<file path="config.mk">
export PLATFORM = sky130hd
export DESIGN_NAME = shift_rotate_stage
export DESIGN_NICKNAME = d
export VERILOG_FILES = /design/src/rtl/shift_rotate_stage.sv
export SDC_FILE = /design/constraint.sdc
export NUM_CORES = 1
export LEC_CHECK = 0
export ABC_AREA = 1
export CAP_MARGIN = 10
export CORE_ASPECT_RATIO = 1.4
export CORE_MARGIN = 2
export CORE_UTILIZATION = 44
export CTS_BUF_LIST = sky130_fd_sc_hd__clkbuf_2
export CTS_CLUSTER_SIZE = 12
export DETAILED_ROUTE_END_ITERATION = 12
export GPL_ROUTABILITY_DRIVEN = 0
export MAX_ROUTING_LAYER = met4
export PLACE_DENSITY = 0.7
export SYNTH_ARGS = -nofsm -noshare
export SYNTH_HDL_FRONTEND = slang
export SYNTH_SLANG_ARGS = --single-unit
</file>
<file path="constraint.sdc">
create_clock -name clk -period 1.3 [get_ports clk]
set_clock_uncertainty 0.15 [all_clocks]
set_input_delay 0.26 -clock clk [delete_from_list [all_inputs] [get_ports clk]]
set_output_delay 0.26 -clock clk [all_outputs]
set_load 0.03 [all_outputs]
</file>
<file path="src/rtl/shift_rotate_stage.sv">
// Rotator stage for the shift/rotate unit. It rotates the operand left or
// right and registers the result together with the control fields. All
// zero-fill and sign-fill is left to the downstream masker.
// The valid/ready handshake is a plain pipeline register with skid-free
// back-pressure.
// Optional build macro: SHIFT_ROTATE_SPLIT_EN splits the rotate across two
// registers. Stage A rotates by the amount with bits [1:0] cleared, and
// stage B rotates by bits [1:0]. Latency is 2 cycles instead of 1.
module shift_rotate_stage #(
  parameter  int BitWidth = 32,
  localparam int AmtW     = $clog2(BitWidth)
) (
  input  logic                clk,
  input  logic                rst,
  input  logic                in_valid,
  output logic                in_ready,
  input  logic [BitWidth-1:0] in_data,
  input  logic [AmtW-1:0]     in_amount,
  input  logic                in_arith,
  input  logic                in_left,
  input  logic                in_shift,
  output logic                out_valid,
  input  logic                out_ready,
  output logic [BitWidth-1:0] out_rotated,
  output logic [AmtW-1:0]     out_amount,
  output logic                out_sign,
  output logic                out_arith,
  output logic                out_left,
  output logic                out_shift
);

  typedef struct packed {
    logic [BitWidth-1:0] data;
    logic [AmtW-1:0]     amount;
    logic                sign;
    logic                arith;
    logic                left;
    logic                shift;
  } payload_t;

  // Doubled-operand rotate: the wrapped bits come for free from the copy.
  function automatic logic [BitWidth-1:0] f_rot(
    input logic [BitWidth-1:0] d,
    input logic [AmtW-1:0]     amt,
    input logic                left
  );
    logic [2*BitWidth-1:0] t;
    if (left) begin
      t = {d, d} << amt;
      return t[2*BitWidth-1:BitWidth];
    end
    t = {d, d} >> amt;
    return t[BitWidth-1:0];
  endfunction

  payload_t w_pl_in;
  payload_t r_pl_last;
  logic     r_vld_last;

`ifdef SHIFT_ROTATE_SPLIT_EN
  payload_t r_pl_a;
  logic     r_vld_a;
  logic     w_adv_a;
  logic     w_adv_b;
  payload_t w_pl_b;

  // Each register moves when it is empty or when its successor is moving.
  assign w_adv_b  = ~r_vld_last | out_ready;
  assign w_adv_a  = ~r_vld_a | w_adv_b;
  assign in_ready = w_adv_a;

  // Stage A does the coarse rotate, in multiples of 4.
  always_comb begin
    w_pl_in        = '0;
    w_pl_in.data   = f_rot(in_data, {in_amount[AmtW-1:2], 2'b00}, in_left);
    w_pl_in.amount = in_amount;
    w_pl_in.sign   = in_data[BitWidth-1];
    w_pl_in.arith  = in_arith;
    w_pl_in.left   = in_left;
    w_pl_in.shift  = in_shift;
  end

  // Stage B finishes the rotate using the low two amount bits.
  always_comb begin
    w_pl_b      = r_pl_a;
    w_pl_b.data = f_rot(r_pl_a.data, {{(AmtW-2){1'b0}}, r_pl_a.amount[1:0]},
                        r_pl_a.left);
  end

  // Stage A register. The payload loads only when a valid operation enters.
  always_ff @(posedge clk or posedge rst) begin
    if (rst) begin
      r_vld_a <= 1'b0;
      r_pl_a  <= '0;
    end else if (w_adv_a) begin
      r_vld_a <= in_valid;
      if (in_valid) r_pl_a <= w_pl_in;
    end
  end

  // Stage B register, which drives the outputs.
  always_ff @(posedge clk or posedge rst) begin
    if (rst) begin
      r_vld_last <= 1'b0;
      r_pl_last  <= '0;
    end else if (w_adv_b) begin
      r_vld_last <= r_vld_a;
      if (r_vld_a) r_pl_last <= w_pl_b;
    end
  end
`else
  // A single register. It accepts new data when empty or draining this cycle.
  assign in_ready = ~r_vld_last | out_ready;

  // Full rotate in one step, with the sign captured before rotation.
  always_comb begin
    w_pl_in        = '0;
    w_pl_in.data   = f_rot(in_data, in_amount, in_left);
    w_pl_in.amount = in_amount;
    w_pl_in.sign   = in_data[BitWidth-1];
    w_pl_in.arith  = in_arith;
    w_pl_in.left   = in_left;
    w_pl_in.shift  = in_shift;
  end

  // Output register. A simultaneous drain and fill replaces the contents.
  always_ff @(posedge clk or posedge rst) begin
    if (rst) begin
      r_vld_last <= 1'b0;
      r_pl_last  <= '0;
    end else if (in_ready) begin
      r_vld_last <= in_valid;
      if (in_valid) r_pl_last <= w_pl_in;
    end
  end
`endif

  assign out_valid   = r_vld_last;
  assign out_rotated = r_pl_last.data;
  assign out_amount  = r_pl_last.amount;
  assign out_sign    = r_pl_last.sign;
  assign out_arith   = r_pl_last.arith;
  assign out_left    = r_pl_last.left;
  assign out_shift   = r_pl_last.shift;

endmodule

</file>
* Yosys cells after proc, flatten, opt, wreduce, memory -nomap -nowiden
Cells that the tools add are included.
** Word-level totals
- Register bits :: 42
- Logic and storage cells :: 15
** Cells by class
- Shifts and indexed selects :: 2
- Multiplexer cells :: 3
- Bitwise operators :: 2
- Reductions and logical operators :: 1
** Operators by type and width (count)
- $mux 32 :: 2
- $shl 64x5->64 :: 1
- $shr 64x5->32 :: 1
- $reduce_and 2->1 :: 1
- $mux 1 :: 1
- $not 1->1 :: 1
- $or 1x1->1 :: 1

* Logic depth before layout (Yosys ltp)
Gate-level depths: netlist (run 1).
- Depth after elaboration :: 3
- Gate-level depth with buffers :: 13

* Worst setup path after synthesis (run 1)
OpenSTA, ideal clock, no wires.
- Path kind :: reg2reg
- Start :: register r_vld_last (netlist: out_valid)
- End :: register r_pl_last, in the netlist out_rotated[20]
- Library setup time :: 120 ps
- Arrival time :: 1623 ps
- Path slack :: -593 ps
- Cell stages (with the launch flop) :: 8
- Buffers on the path :: 2
- Clock period less this slack :: 1893 ps
- Path through :: dfrtp_1 > nand2_1 > nand2_1 > buf_2 > clkinv_1 > buf_2 > nor2_1 > a21oi_2
** Between the ends
- Longest elaborated chain between the ends :: 3
** RTL lines
- start, declared :: RTL line 58 : logic r_vld_last;
- start signal, assigned :: RTL line 132 : r_vld_last <= in_valid;
- $not 1->1 :: RTL line 113 : assign in_ready = ~r_vld_last | out_ready;
- $or 1x1->1 :: RTL line 113
- net in_ready :: RTL line 16 : output logic in_ready,
- $reduce_and 2->1 (no source line)
- end signal, assigned :: RTL line 133 : if (in_valid) r_pl_last <= w_pl_in;
- end, declared :: RTL line 57 : payload_t r_pl_last;
The timed path passes the listed nets, and every way through them passes these cells.
A chain may end at the register's enable or synchronous reset.

* Final worst setup path (run 1)
- Start :: register r_vld_last (netlist: out_valid)
- End :: output in_ready
** Between the ends
- Longest elaborated chain between the ends :: 2
** RTL lines (RTL line)
- $not 1->1 :: 113
- $or 1x1->1 :: 113
- end, declared :: 16
Every way passes these cells.

==> impl_results.md, run 1 <==
- Post-synth top flop: dfrtp_1
- Fraction of final layout cells with drive strength greater than 1: between 20% and 30%
- Total clock sinks: 42
- Mean instance size in the synthesized netlist: about 5.5 sq um
- Final critical path time including I/O delays and setup: roughly 1600 ps
- Synthesized instance count: between 900 and 1000
- First-pass GRT wire length: between 30000 and 40000 um
- Vertical die dimension: ~130 um
- Detailed-route via count: 7722
- Filler cells: 1026
- Layout overhead on the synthesized area: 51.57%
- Proportion of synthesized flip-flops having asynchronous set or reset: 100.0%
- Drc violations: 0
- Endpoint type of the worst setup path: output port
- Drt first pass iters: 8
- Number of top-level design ports: 87
- Global router's overall resource usage: between 30% and 40%
- Number of H-tree branching levels: 2
- Number of hold violations in the final report: 0
- Row count: 47
- Arr. time, crit path: 1170 ps
- Total of buffers placed on input and output ports: 86
- Setup TNS after final layout: -13080 ps
- Detailed-route vias per instance: approximately 6
- Die Outline Area: around 0.013 sq mm
- Clock Tree Root: clkbuf_2
- Total power draw: 6.938 mW
- Global routing usage on met3: 2.970%
- Worst slack at placement: -662.3 ps
- Net count, final: approximately 1200
- Starting DRC count in detailed routing: about 1000
- Ranking of synthesized cells by instance count: 448 x nand3_1, 332 x nand2_1, 48 x buf_2
- Clock Path Buffers: 2
- Combinational cell fraction of total power: ~61%
- Final worst hold slack: between 150 and 200 ps
- Top-count cell post-synth: nand3_1
- Total of endpoints with negative setup slack in the final report: 85
- Violations in the final reports: setup timing
- Largest net degree at the start of global routing: 53
- Part of the total power dissipated in sequential elements: between 20% and 30%
- Pleak: around 4 nW
- Cells taking the most area after synthesis: nand3_1 42%, nand2_1 23%, dfrtp_1 20%
- Biggest fanout along the worst timing path: 2
- Count of unique library cells instantiated by Yosys: 19
- Fin worst setup slack: -277.5 ps
- Sum of routed wire length over all layers: roughly 23000 um
- Final critical-path share of the clock period: 121.3%
- Overflow after GRT: 0
- Number of antenna violations at the first check in global routing: 1
- Util after Layout: just under 70%
- Chip width: around 97 um
- Setup Crit Path Kind: flop to output port
- Inserted Clock Buffers: 5
- Number of global-route vias before repair: between 6000 and 7000
- Part of the Yosys area used for sequential elements: 19.82%
- Count of flip-flops with a built-in enable after synthesis: 0
- Count of max-cap constraint violations: 0
- Net Count, Synth: between 1000 and 1500
- Synth top area share: a little over two fifths
- Net switching fraction of the power: around 44%
- Number of slew-limit violations in the final report: 0
- PwrDens: approximately 860 mW/mm^2
- Result of the run: finished with violations
- Switching power total: 3.078 mW
- Number of warning messages in the yosys log: 0
- Worst path required time: about 890 ps
- Flops & latches, synth: 42
- Relative max-transition margin: approximately 81%
- Worst Setup Start Kind: flop
- GR Util met1: a little over two fifths
- RSZ-0062 raised after global routing: true
- Clock Power Share: 14.3%
- Later-pin clock latency in the skew report: 420 ps
- Leading area contributor after synthesis: nand3_1
- Clock input transition at the sequential cells of the worst setup and hold paths: between 200 and 250 ps
- Worst Max-Slew Pin Slew: around 290 ps
- Starting utilization of the core area: 44.87%
- Syn Std Cell Area: between 0.005 and 0.006 sq mm
- Maximum clock frequency: about 0.63 GHz
- DP HPWL: roughly 15000 um
- Pint: between 3 and 4 mW
- Max rail drop VDD: 0.4661 mV
- Core Box Area: 0.01182 sq mm
- GR Util met2: 52.66%
- HP Class: primary input to flop
- Clock tree from TritonCTS: built
- Final antenna-violating net count: 0
- Routed length per instance: about 18 um
- Most congested layer reported by global routing: met2
## registers in the layout (all words and copies together) (netlist names)
| signal | flops |
|---|---|
| out_shift | 1 |
| out_sign | 1 |
| out_rotated | 32 |
| out_valid | 1 |
| out_left | 1 |
| out_amount | 5 |
| out_arith | 1 |
## repair_timing
item                                   4_1_cts  5_1_grt
gates cloned                                 6        8
hold buffers                                 1        0
resized for setup                          109       69
endpoints found under the hold margin        5        0
setup buffers                               26       17
setup endpoints to repair                   85       85
pin swaps                                   20       10
## cells in the final DEF (no fill, tap or decap), types with 2 or more instances in the layout
cell and count:
nand3_1 410, nand2_1 279, buf_4 81, nand2_2 66, buf_6 47, dfrtp_1 41, nand3_2 38, dlygate4sd2_1 32
buf_12 30, nor2_1 14, nand2_4 9, a21oi_2 9, clkbuf_2 6, clkdlybuf4s50_1 6, inv_1 4, clkbuf_16 4
clkinv_8 3, nor2_4 3, a21oi_1 3, buf_8 3, inv_8 2, clkinvlp_4 2, o21ai_2 2, bufinv_16 2
bufbuf_16 2, buf_2 2
## power groups by stage
| stage | Combinational [mW] | Clock (mW) | Sequential, mW |
|---|---|---|---|
| 5_1_grt | 4.52 | 1.06 | 1.75 |
| 4_1_cts | 3.79 | 0.981 | 1.71 |
| 3_3_place_gp | 3.31 | 0 | 1.70 |
| 3_5_place_dp | 3.33 | 0 | 1.70 |
| 6_report | 4.22 | 0.992 | 1.72 |
| 2_1_floorplan | 1.71 | 0 | 2.16 |
## final timing paths
check | end | slack [ps] | cells after the start | from
setup / recovery | in_ready | -280 | 3 | out_valid
hold / removal | out_sign | 160 | 3 | in_data[31]
setup reg to reg | out_rotated[24] | -260 | 8 | out_valid
hold reg to reg | out_rotated[11] | 400 | 2 | out_rotated[11]
max in group asynchronous | out_rotated[10] | 160 | 4 | rst
min in group asynchronous | out_sign | 480 | 3 | rst
## through the flow
stage / cells / instance area, sq um
final: 1258 / 8039
after detailed placement: 1191 / 6770
after global routing: 1258 / 8039
after CTS: 1232 / 7481
after global placement: 1191 / 6770
after floorplan: 963 / 5540
## cells by family after synthesis
logic type | share of synthesized area [%]
simple gates | 69.69
buf+inv | 8.846
flops | 19.82
compound gates | 1.651
## critical path: stages, from the launching register on
cell and delay [ps]:
dfrtp_2 480, nand2_4 70, buf_6 90, buf_6 120
## routing by layer
metal	up-vias	wire (um)	share of wire (%)
li1	3582	-	-
met1	3469	8970	40
met2	546	10710	47
met3	125	1978	8.7
met4	0	1031	4.5
met5	-	0	0
## cell type report
| class | instances | area [sq um] | area share, % |
|---|---|---|---|
| Antenna cell | 1 | 2.502 | 0.03113 |
| Clock buffer | 5 | 25.02 | 0.3113 |
| Clock inverter | 3 | 68.82 | 0.8560 |
| Inverter | 10 | 70.07 | 0.8716 |
| Multi-Input combinational cell | 836 | 4222 | 52.51 |
| Sequential cell | 42 | 1052 | 13.09 |
| Tap cell | 147 | 183.9 | 2.288 |
| Timing Repair Buffer | 210 | 2341 | 29.12 |
| Timing Repair inverter | 4 | 73.82 | 0.9183 |
No activity file was read; power rests on OpenSTA's default activity.
==> inputs of run 2 (changes only) <==
--- a/config.mk
+++ b/config.mk
@@ -7,15 +7,17 @@
 export LEC_CHECK = 0
 export ABC_AREA = 1
 export CAP_MARGIN = 10
-export CORE_ASPECT_RATIO = 1.4
+export CELL_PAD_IN_SITES_DETAIL_PLACEMENT = 2
+export CELL_PAD_IN_SITES_GLOBAL_PLACEMENT = 2
+export CORE_ASPECT_RATIO = 0.5
 export CORE_MARGIN = 2
-export CORE_UTILIZATION = 44
+export CORE_UTILIZATION = 25
 export CTS_BUF_LIST = sky130_fd_sc_hd__clkbuf_2
 export CTS_CLUSTER_SIZE = 12
 export DETAILED_ROUTE_END_ITERATION = 12
 export GPL_ROUTABILITY_DRIVEN = 0
 export MAX_ROUTING_LAYER = met4
-export PLACE_DENSITY = 0.7
+export PLACE_DENSITY_LB_ADDON = 0.1
 export SYNTH_ARGS = -nofsm -noshare
 export SYNTH_HDL_FRONTEND = slang
 export SYNTH_SLANG_ARGS = --single-unit
==> run 2 against run 1 <==
Against the previous run: the run still ends with setup timing left; wire length is 67% higher; combinational power is 24% higher; fmax is 6.2% lower; global-route usage is 2.8 points lower; setup slack worse by 100 ps; register-to-register slack worse by 120 ps; sequential share of layout area is 1.4 points lower; hold slack worse by 38 ps; critical path depth is 5 higher; cell area is 12% higher; critical endpoint is now out_rotated[28]; total power is 12% higher; final cell count is 11% higher.
==> impl_results.md, run 2 (synthesis gave the netlist of run 1 again) <==
- Number of H-tree branching levels: 2
- Number of cells on the worst reg-to-reg path: 8
- Met3 Wirelength: 2642 um
- Drt first pass iters: 5
- Switching power total: between 4 and 5 mW
- Fraction of final layout cells with drive strength greater than 1: a little over two fifths
- Chip width: about 210 um
- Result of the run: finished with violations
- Net switching fraction of the power: just over 50%
- Core Box Area: approximately 0.021 sq mm
- Pint: between 3 and 4 mW
- Delay of the slowest critical-path stage: about 460 ps
- Worst Max-Slew Pin Slew: between 300 and 400 ps
- Final critical-path share of the clock period: 129.4%
- Violations in the final reports: setup timing
- Clock input transition at the sequential cells of the worst setup and hold paths: 280 ps
- Detail Route met2 WL: about 16000 um
- Post-route cell area: about 0.009 sq mm
- Leading cell type in the layout, fill and taps excluded: nand3_1
- Total of buffers placed on input and output ports: between 80 and 90
- Crit path top cell by count: buf_6
- Critical path cell sequence: nand2_4 > buf_6 > nand2_8 > buf_6 > nor2_4 > inv_6 > nand3_1 > a21oi_1
- Largest register FFs: 32
- Row count: 37
- RSZ-0062 raised after global routing: true
- Global router's overall resource usage: between 20% and 30%
- Number of hold violations in the final report: 0
- Beginning of the worst register-to-register path: out_valid
- Routed length per instance: about 27 um
- Net count, final: roughly 1200
- Part of the total power dissipated in sequential elements: about a quarter
- Drc violations: 0
- Sum of routed wire length over all layers: ~38000 um
- Worst path slowest cell: dfrtp_2
- Count of max-cap constraint violations: 0
- Total clock sinks: 42
- Max rail drop VDD: about 0.40 mV
- Later-pin clock latency in the skew report: around 450 ps
- Clock Tree Root: clkbuf_2
- Starting DRC count in detailed routing: between 700 and 800
- Clock Power Share: under 10%
- Crit path max-delay family: flip-flops
- Number of slew-limit violations in the final report: 0
- Vertical die dimension: 107.0 um
- Clock Path Buffers: 2
- PwrDens: between 800 and 900 mW/mm^2
- Overflow after GRT: 0
- Arr. time, crit path: between 1500 and 2000 ps
- Inserted Clock Buffers: 5
- Sink of the worst hold path: out_amount[0]
- Final critical path time including I/O delays and setup: 1682 ps
- Worst Min Path Start: in_amount[0]
- Worst path required time: 1520 ps
- Number of antenna violations at the first check in global routing: 1
- Number of top-level design ports: 87
- Total of endpoints with negative setup slack in the final report: 85
- Cell depth of the worst min-delay path: 4
- Combinational cell fraction of total power: 67.8%
- HP Class: primary input to flop
- Worst slack at placement: -885.4 ps
- Detailed-route via count: ~8100
- Number of global-route vias before repair: roughly 7800
- Clock tree from TritonCTS: built
- Number of buffer and inverter instances along the worst setup path: 3
- Detailed-routing wirelength on met1: about 19000 um
- Highest metal used: met4
- DP HPWL: ~24000 um
- Fin worst setup slack: -381.6 ps
- First-pass GRT wire length: between 40000 and 50000 um
- Biggest fanout along the worst timing path: 11
- Endpoint type of the worst setup path: flop
- Largest net degree at the start of global routing: 62
- Layout overhead on the synthesized area: 69.62%
- Worst Setup Start Kind: flop
- Most frequent cells in the layout: 350 x nand3_1, 198 x nand2_1, 115 x nand2_2, 96 x nand3_2, 82 x buf_4
- Crit Reg-Reg Endpoint: out_rotated[28]
- Register-to-register setup slack: -380 ps
- Maximum clock frequency: a little under 0.6 GHz
- Setup Crit Path Kind: flop to flop
- Pleak: between 4 and 5 nW
- Filler cells: around 2400
- Placed standard-cell area: 0.006973 sq mm
- Detailed-route vias per instance: slightly below 6
- Relative max-transition margin: 79.98%
- Final antenna-violating net count: 0
- Starting utilization of the core area: between 20% and 30%
- Setup TNS after final layout: -20120 ps
- Die Outline Area: ~0.022 sq mm
[run 2: changes by cell type in the layout (fill, tap and decap cells not counted), sizes merged]
cell / before / now
dlygate4sd2: 32 / 28
buf: 164 / 171
dlygate4sd3: 1 / 2
inv: 8 / 6
bufbuf: 2 / 1
clkbuf: 10 / 16
bufinv: 2 / 0
dlymetal6s2s: 0 / 2
[run 2: how the worst max path moves through the flow]
stage                       startpoint              end  depth (start not counted)
after global routing         out_valid  out_rotated[28]                          8
after global placement     in_data[31]  out_rotated[19]                         11
final                        out_valid  out_rotated[28]                          8
after CTS                    out_valid         in_ready                          3
after floorplan           in_amount[0]  out_rotated[16]                         12
after detailed placement   in_data[31]  out_rotated[19]                         11
[run 2: final cells by class]
type                       count  area (sq um)  share of cell area (%)
multi-input combinational    836          4935                   54.85
timing repair buffer         221          2542                   28.26
sequential                    42          1055                   11.72
tap                          273         341.6                   3.797
inverter                      10         78.83                  0.8762
clock buffer                   5         25.02                  0.2782
clock inverter                 3         16.27                  0.1808
antenna                        1         2.502                 0.02782
[run 2: timing repair]
item                       4_1_cts  5_1_grt
pin swaps                       23       50
hold endpoints to repair         5        1
setup buffers                   20       34
cloned                           4       11
hold buffers                     1        1
resized for setup              160      211
setup endpoints to repair       81       85
[run 2: through the flow]
stage,cells,util [%],power [mW],hold WS (ps)
2_1_floorplan,963,-,3.870,101.5
3_3_place_gp,1313,33.70,5.461,313.4
3_5_place_dp,1313,33.70,5.566,330.8
4_1_cts,1346,37.53,6.636,138.8
5_1_grt,1391,43.47,8.080,90.16
6_report,1391,43.47,7.746,119.9
[run 2: power groups by stage]
stage | registers [mW] | logic (mW) | clock network (mW)
global placement | 1.76 | 3.70 | 0
floorplan | 2.16 | 1.71 | 0
global route | 1.84 | 5.53 | 0.716
detailed placement | 1.77 | 3.79 | 0
finish | 1.82 | 5.25 | 0.676
CTS | 1.77 | 4.24 | 0.620
[run 2: worst register-to-register path, delay by kind of cell (launching register included)]
kind | cells | cell delay (ps)
DFF | 1 | 460
and+or+nand+nor | 4 | 320
buffers and inverters | 3 | 400
AOI/OAI and AO/OA | 1 | 250
[run 2: metal layers]
metal / vias to the layer above / track usage, %
li1: 3597 / -
met1: 4167 / 46.88
met2: 319 / 40.89
met3: 30 / 3.281
met4: 0 / 2.736
met5: - / -
==> inputs of run 3 (changes only) <==
--- a/config.mk
+++ b/config.mk
@@ -13,6 +13,7 @@
 export CORE_MARGIN = 2
 export CORE_UTILIZATION = 25
 export CTS_BUF_LIST = sky130_fd_sc_hd__clkbuf_2
+export CTS_CLUSTER_DIAMETER = 50
 export CTS_CLUSTER_SIZE = 12
 export DETAILED_ROUTE_END_ITERATION = 12
 export GPL_ROUTABILITY_DRIVEN = 0
==> results of run 3 <==
No change in the layout: final DEF, timing and power equal those of run 2.
